<file path="src/rtl/ifetch_unit.sv">
// ----------------------------------------------------------------------------
// ifetch_unit
//   Instruction-fetch stage. Holds the PC and fetches one word per instruction
//   over a req/ack memory port. It presents that word as instr with a
//   one-per-instruction valid strobe. When the instruction is released, it
//   selects the next PC from the decoder's Jr/Jmp/Jal/Branch/nBranch outputs.
//   Misaligned next-PC targets and memory ack timeouts enter a sticky trap
//   state. Only reset leaves the trap state.
//
// Parameters
//   RESET_PC     PC loaded by reset (word aligned)
//   ACK_TIMEOUT  REQ cycles without imem_ack before trapping; 0 disables
//
// Ports
//   clock        in   1   rising-edge clock
//   reset_n      in   1   synchronous reset, active low
//   imem_req     out  1   fetch request (REQ state only)
//   imem_addr    out  32  fetch address, equals pc
//   imem_ack     in   1   imem_rdata valid this cycle (used only in REQ)
//   imem_rdata   in   32  fetched instruction word
//   instr        out  32  registered instruction word
//   instr_valid  out  1   instr/pc/link_addr valid (ISSUE state)
//   pc           out  32  address of the current instruction
//   link_addr    out  32  pc + 4
//   stall        in   1   holds ISSUE, freezes pc/instr
//   Jr,Jmp,Jal   in   1   decoder jump controls
//   Branch       in   1   beq decoded
//   nBranch      in   1   bne decoded
//   Zero         in   1   ALU equality flag
//   Read_data_1  in   32  jr target
//   Addr_result  in   32  branch target
//   fault        out  1   sticky trap flag
//   fault_code   out  2   00 none, 01 misaligned target, 10 fetch timeout
// ----------------------------------------------------------------------------
module ifetch_unit #(
    parameter logic [31:0] RESET_PC    = 32'h0000_0000,
    parameter int unsigned ACK_TIMEOUT = 16
) (
    input  logic        clock,
    input  logic        reset_n,
    output logic        imem_req,
    output logic [31:0] imem_addr,
    input  logic        imem_ack,
    input  logic [31:0] imem_rdata,
    output logic [31:0] instr,
    output logic        instr_valid,
    output logic [31:0] pc,
    output logic [31:0] link_addr,
    input  logic        stall,
    input  logic        Jr,
    input  logic        Jmp,
    input  logic        Jal,
    input  logic        Branch,
    input  logic        nBranch,
    input  logic        Zero,
    input  logic [31:0] Read_data_1,
    input  logic [31:0] Addr_result,
    output logic        fault,
    output logic [1:0]  fault_code
);

    typedef enum logic [1:0] {
        IDLE,
        REQ,
        ISSUE,
        TRAP
    } state_t;

    state_t      state;
    state_t      state_nx;
    logic [31:0] pc_nx;
    logic [31:0] instr_nx;
    logic [31:0] count;
    logic [31:0] count_nx;
    logic [1:0]  code_nx;
    logic [31:0] target;
    logic        taken;

    assign link_addr   = pc + 32'd4;
    assign imem_req    = (state == REQ);
    assign imem_addr   = pc;
    assign instr_valid = (state == ISSUE);
    assign fault       = (state == TRAP);

    // Next-PC selection. Jr has the highest priority, then Jmp/Jal, then a
    // taken branch. When Branch and nBranch are both set, either condition
    // is enough for the branch to be taken.
    always_comb begin
        taken = (Branch && Zero) || (nBranch && !Zero);
        if (Jr) begin
            target = Read_data_1;
        end else if (Jmp || Jal) begin
            target = {link_addr[31:28], instr[25:0], 2'b00};
        end else if (taken) begin
            target = Addr_result;
        end else begin
            target = link_addr;
        end
    end

    always_comb begin
        state_nx = state;
        pc_nx    = pc;
        instr_nx = instr;
        count_nx = count;
        code_nx  = fault_code;
        case (state)
            IDLE: begin
                state_nx = REQ;
            end
            REQ: begin
                if (imem_ack) begin
                    instr_nx = imem_rdata;
                    count_nx = '0;
                    state_nx = ISSUE;
                end else begin
                    count_nx = count + 32'd1;
                    if ((ACK_TIMEOUT != 0) && (count_nx == ACK_TIMEOUT)) begin
                        state_nx = TRAP;
                        code_nx  = 2'b10;
                    end
                end
            end
            ISSUE: begin
                if (!stall) begin
                    // A misaligned target traps. The pc keeps the address
                    // of the instruction that produced the target.
                    if (target[1:0] != 2'b00) begin
                        state_nx = TRAP;
                        code_nx  = 2'b01;
                    end else begin
                        pc_nx    = target;
                        state_nx = REQ;
                    end
                end
            end
            TRAP: begin
                state_nx = TRAP;
            end
            default: begin
                state_nx = IDLE;
            end
        endcase
    end

    always_ff @(posedge clock) begin
        if (!reset_n) begin
            state      <= IDLE;
            pc         <= RESET_PC;
            instr      <= '0;
            count      <= '0;
            fault_code <= 2'b00;
        end else begin
            state      <= state_nx;
            pc         <= pc_nx;
            instr      <= instr_nx;
            count      <= count_nx;
            fault_code <= code_nx;
        end
    end

endmodule
</file>
<file path="config.mk">
export PLATFORM = sky130hd
export DESIGN_NAME = ifetch_unit
export DESIGN_NICKNAME = d
export VERILOG_FILES = /design/src/rtl/ifetch_unit.sv
export SDC_FILE = /design/constraint.sdc
export NUM_CORES = 1
export LEC_CHECK = 0
export BUFFER_PORTS_ARGS = -buffer_cell sky130_fd_sc_hd__buf_2
export CORE_ASPECT_RATIO = 0.75
export CORE_MARGIN = 2
export CORE_UTILIZATION = 50
export DETAILED_ROUTE_END_ITERATION = 10
export PLACE_DENSITY_LB_ADDON = 0.25
export SKIP_CTS_REPAIR_TIMING = 1
export SLEW_MARGIN = 10
export SYNTH_ARGS = -nofsm -noshare
export SYNTH_HDL_FRONTEND = slang
export SYNTH_SLANG_ARGS = --single-unit
</file>
<file path="constraint.sdc">
create_clock -name clock -period 3.5 [get_ports clock]
set_clock_uncertainty 0.15 [all_clocks]
set_input_delay 0.175 -clock clock [delete_from_list [all_inputs] [get_ports clock]]
set_output_delay 0.175 -clock clock [all_outputs]
set_load 0.01 [all_outputs]
</file>
==> metrics <==
CP Launch Type=register; Post-synth ARST share=0%; DP Worst Slack=0.2849 ns; worst skew pair latency=0.36 ns; synth warn=0; CTS Buf Count=9; vias per inst=5.773; H-tree Lvls=3; Residual DRC=0; Post-synth EDFFs=0; clock root buffer=clkbuf_16; Final Critical Period=3.233 ns; max_slew headroom=49.76%; Die Ht=103.7 microns; Die Footprint=0.01419 sq mm; placed inst area=0.007700 sq mm; Cell Rows=36; placed cell count=1240; Layout area overhead=26.14%; Crit. Startpoint=count[1]; Final Cell Area=0.008356 sq mm; setup ws final=0.2666 ns; # port buffers=238; Synth top area share=30.22%; Power Density=412.1 mW/mm^2; R2R depth=9; max-cap check violation count=0; Vias=7453; RSZ-0062 raised after global routing=no; clk sinks=100; Max Root-Sink Buffers=2; Crit Reg-Reg Endpoint=fault_code[1]; Overflow after GRT=0; CP arrival=3.36 ns; count of final setup violators=0; wire per inst=17.70 microns; Routed WL=22.85 mm; launch point of the worst reg-to-reg path=count[1]; distinct cell type count of the synthesized netlist=61; Max Fclk=309.3 MHz; Synth Area in Simple Gates=32.23%; Post-Synth XOR/XNOR Area=5.553%; non-filler cells, final=1291; crit-path max FO=8; initial drt markers=780; DP HPWL=16.18 mm; Die Span X=136.9 microns; # diodes=0; Fin. Hold Viols=4; element type at the critical path end=register; Setup TNS=0 ns; synth top area cells=dfxtp_1, nand2_1, o21ai_0; Hold Slack=-0.03255 ns; critical path data required time=3.63 ns; CTS tree=done; Synth Area per Inst=7.295 sq um; combinational family with the most area after synthesis=simple AND/OR/NAND/NOR gates; CTS clk-pin slew, worst paths=0.07 ns; worst hold path class=input pin to register; actual slew at the worst max-slew pin=0.7527 ns; share of cells above drive strength 1=26.52%; failing checks=hold timing; first-pass GRT wire length=34.81 mm; top-level I/O count=239; DR pass1 iterations=5; Max rail drop VDD=0.0002684 V; GP Congestion=0.9633; Final Slew Violations=0; post-synthesis cell count=908; Routed Antenna Nets=0; fin crit share=92.38%; Layout fillers=1184; Synth Area in Compound Gates=20.65%; initial antenna violation count=0; Tot GR Track Use=30.97%; area share of fa/ha/maj cells after synthesis=1.322%; largest net degree at the start of global routing=77; core area=0.01297 sq mm; post-synthesis sequential area ratio=30.22%; Primary FF master, synth=dfxtp_1; layout net count=1228; Syn Std Cell Area=0.006624 sq mm; Mapped Nets=1021; cell taking the most area after synthesis=dfxtp_1; status=complete, but fails checks; worst setup path end=fault_code[1]; Seq cells post-synth=100; CP Class=register to register; leakage=3.562 nW; initial core utilization=51.06%; R2R setup slack=0.27 ns; vias in the first global route=6383; multiplexer share of the synthesized area=1.681%
## routing by layer
layer | up-vias | share of wire, % | track usage, %
li1 | 3584 | - | -
met1 | 3456 | 45 | 47.05
met2 | 374 | 43 | 44.82
met3 | 39 | 9.3 | 6.021
met4 | 0 | 1.9 | 6.996
met5 | - | 0 | 0
## synth_stat cells (all sizes together) (2+ instances only)
master	count
a211oi	4
a21boi	44
a21oi	37
a22oi	5
a2bb2oi	3
a31oi	6
and2	12
and3	19
and4	3
buf	43
clkbuf	56
dfxtp	100
ha	7
inv	10
mux2i	10
nand2	152
nand2b	4
nand3	46
nand3b	2
nand4	16
nor2	73
nor2b	24
nor3	24
nor3b	3
nor4	23
o2111ai	3
o211ai	10
o21a	3
o21ai	68
o221ai	7
o22ai	2
o311ai	4
o31a	6
o31ai	3
or2	3
or3	11
or4	9
xnor2	26
xor2	16
## state kept, by name, indices dropped and copies added, names as in the netlist
register    count
count          32
fault_code      2
imem_addr      32
instr          32
state           2
## placed cells by master, fill, tap and decap left out, types with 23 or more instances in the layout
master         Yosys  routed
a21boi_0          44      44
a21oi_1           37      37
buf_2              4     237
buf_4             37      23
dfxtp_1          100      99
dlygate4sd3_1      0      35
nand2_1          152     152
nand3_1           46      46
nor2_1            72      72
nor2b_1           24      24
o21ai_0           68      68
xnor2_1           26      26
## how the worst min path moves through the flow
| stage | depth (start not counted) | end | start | slack, ns |
|---|---|---|---|---|
| 2_1_floorplan | 2 | instr[0] | imem_rdata[0] | 0.17 |
| 3_3_place_gp | 3 | instr[0] | imem_rdata[0] | 0.28 |
| 3_5_place_dp | 3 | instr[15] | imem_rdata[15] | 0.28 |
| 4_1_cts | 3 | instr[15] | imem_rdata[15] | -0.10 |
| 5_1_grt | 3 | imem_addr[28] | Read_data_1[28] | 0.004 |
| 6_report | 3 | imem_addr[9] | Read_data_1[9] | -0.03 |
## report_power, final
| group | internal, W | switching [W] | leakage [nW] |
|---|---|---|---|
| Clock | 0.000509 | 0.000527 | 0.149 |
| Sequential | 0.00124 | 0.000121 | 0.809 |
| Combinational | 0.000412 | 0.000639 | 2.60 |
## logic make-up after synthesis
logic type	after synthesis
simple gates	427
compound gates	212
buf+inv	109
flops	100
xor+xnor	42
mux	11
fa+ha+maj	7
## area by class of cell
type,count,area [sq um],share of cell area [%]
clock buffers,9,225.2,2.695
clock inverters,7,72.57,0.8685
inverters,10,37.54,0.4492
multi-input cells,699,4094,49.00
flip-flops and latches,100,2003,23.97
well taps,171,214.0,2.561
repair buffers,295,1709,20.46
## stage by stage
step | power, W | utilization, %
floorplan | 0.001994 | -
global placement | 0.002362 | 59.36
detailed placement | 0.002378 | 59.36
CTS | 0.003401 | 61.65
global route | 0.003616 | 64.41
finish | 0.003443 | 64.41
## worst max-delay path: stages, from the launching register on
cell and delay, ns:
dfxtp_1 0.49, ha_1 0.33, nand4_1 0.27, or4_4 0.57
nor3_2 0.22, mux2i_1 0.10, a211o_1 0.29, nor4_4 0.38
o221ai_1 0.17, a31oi_1 0.18
No activity file was read; power rests on OpenSTA's default activity.
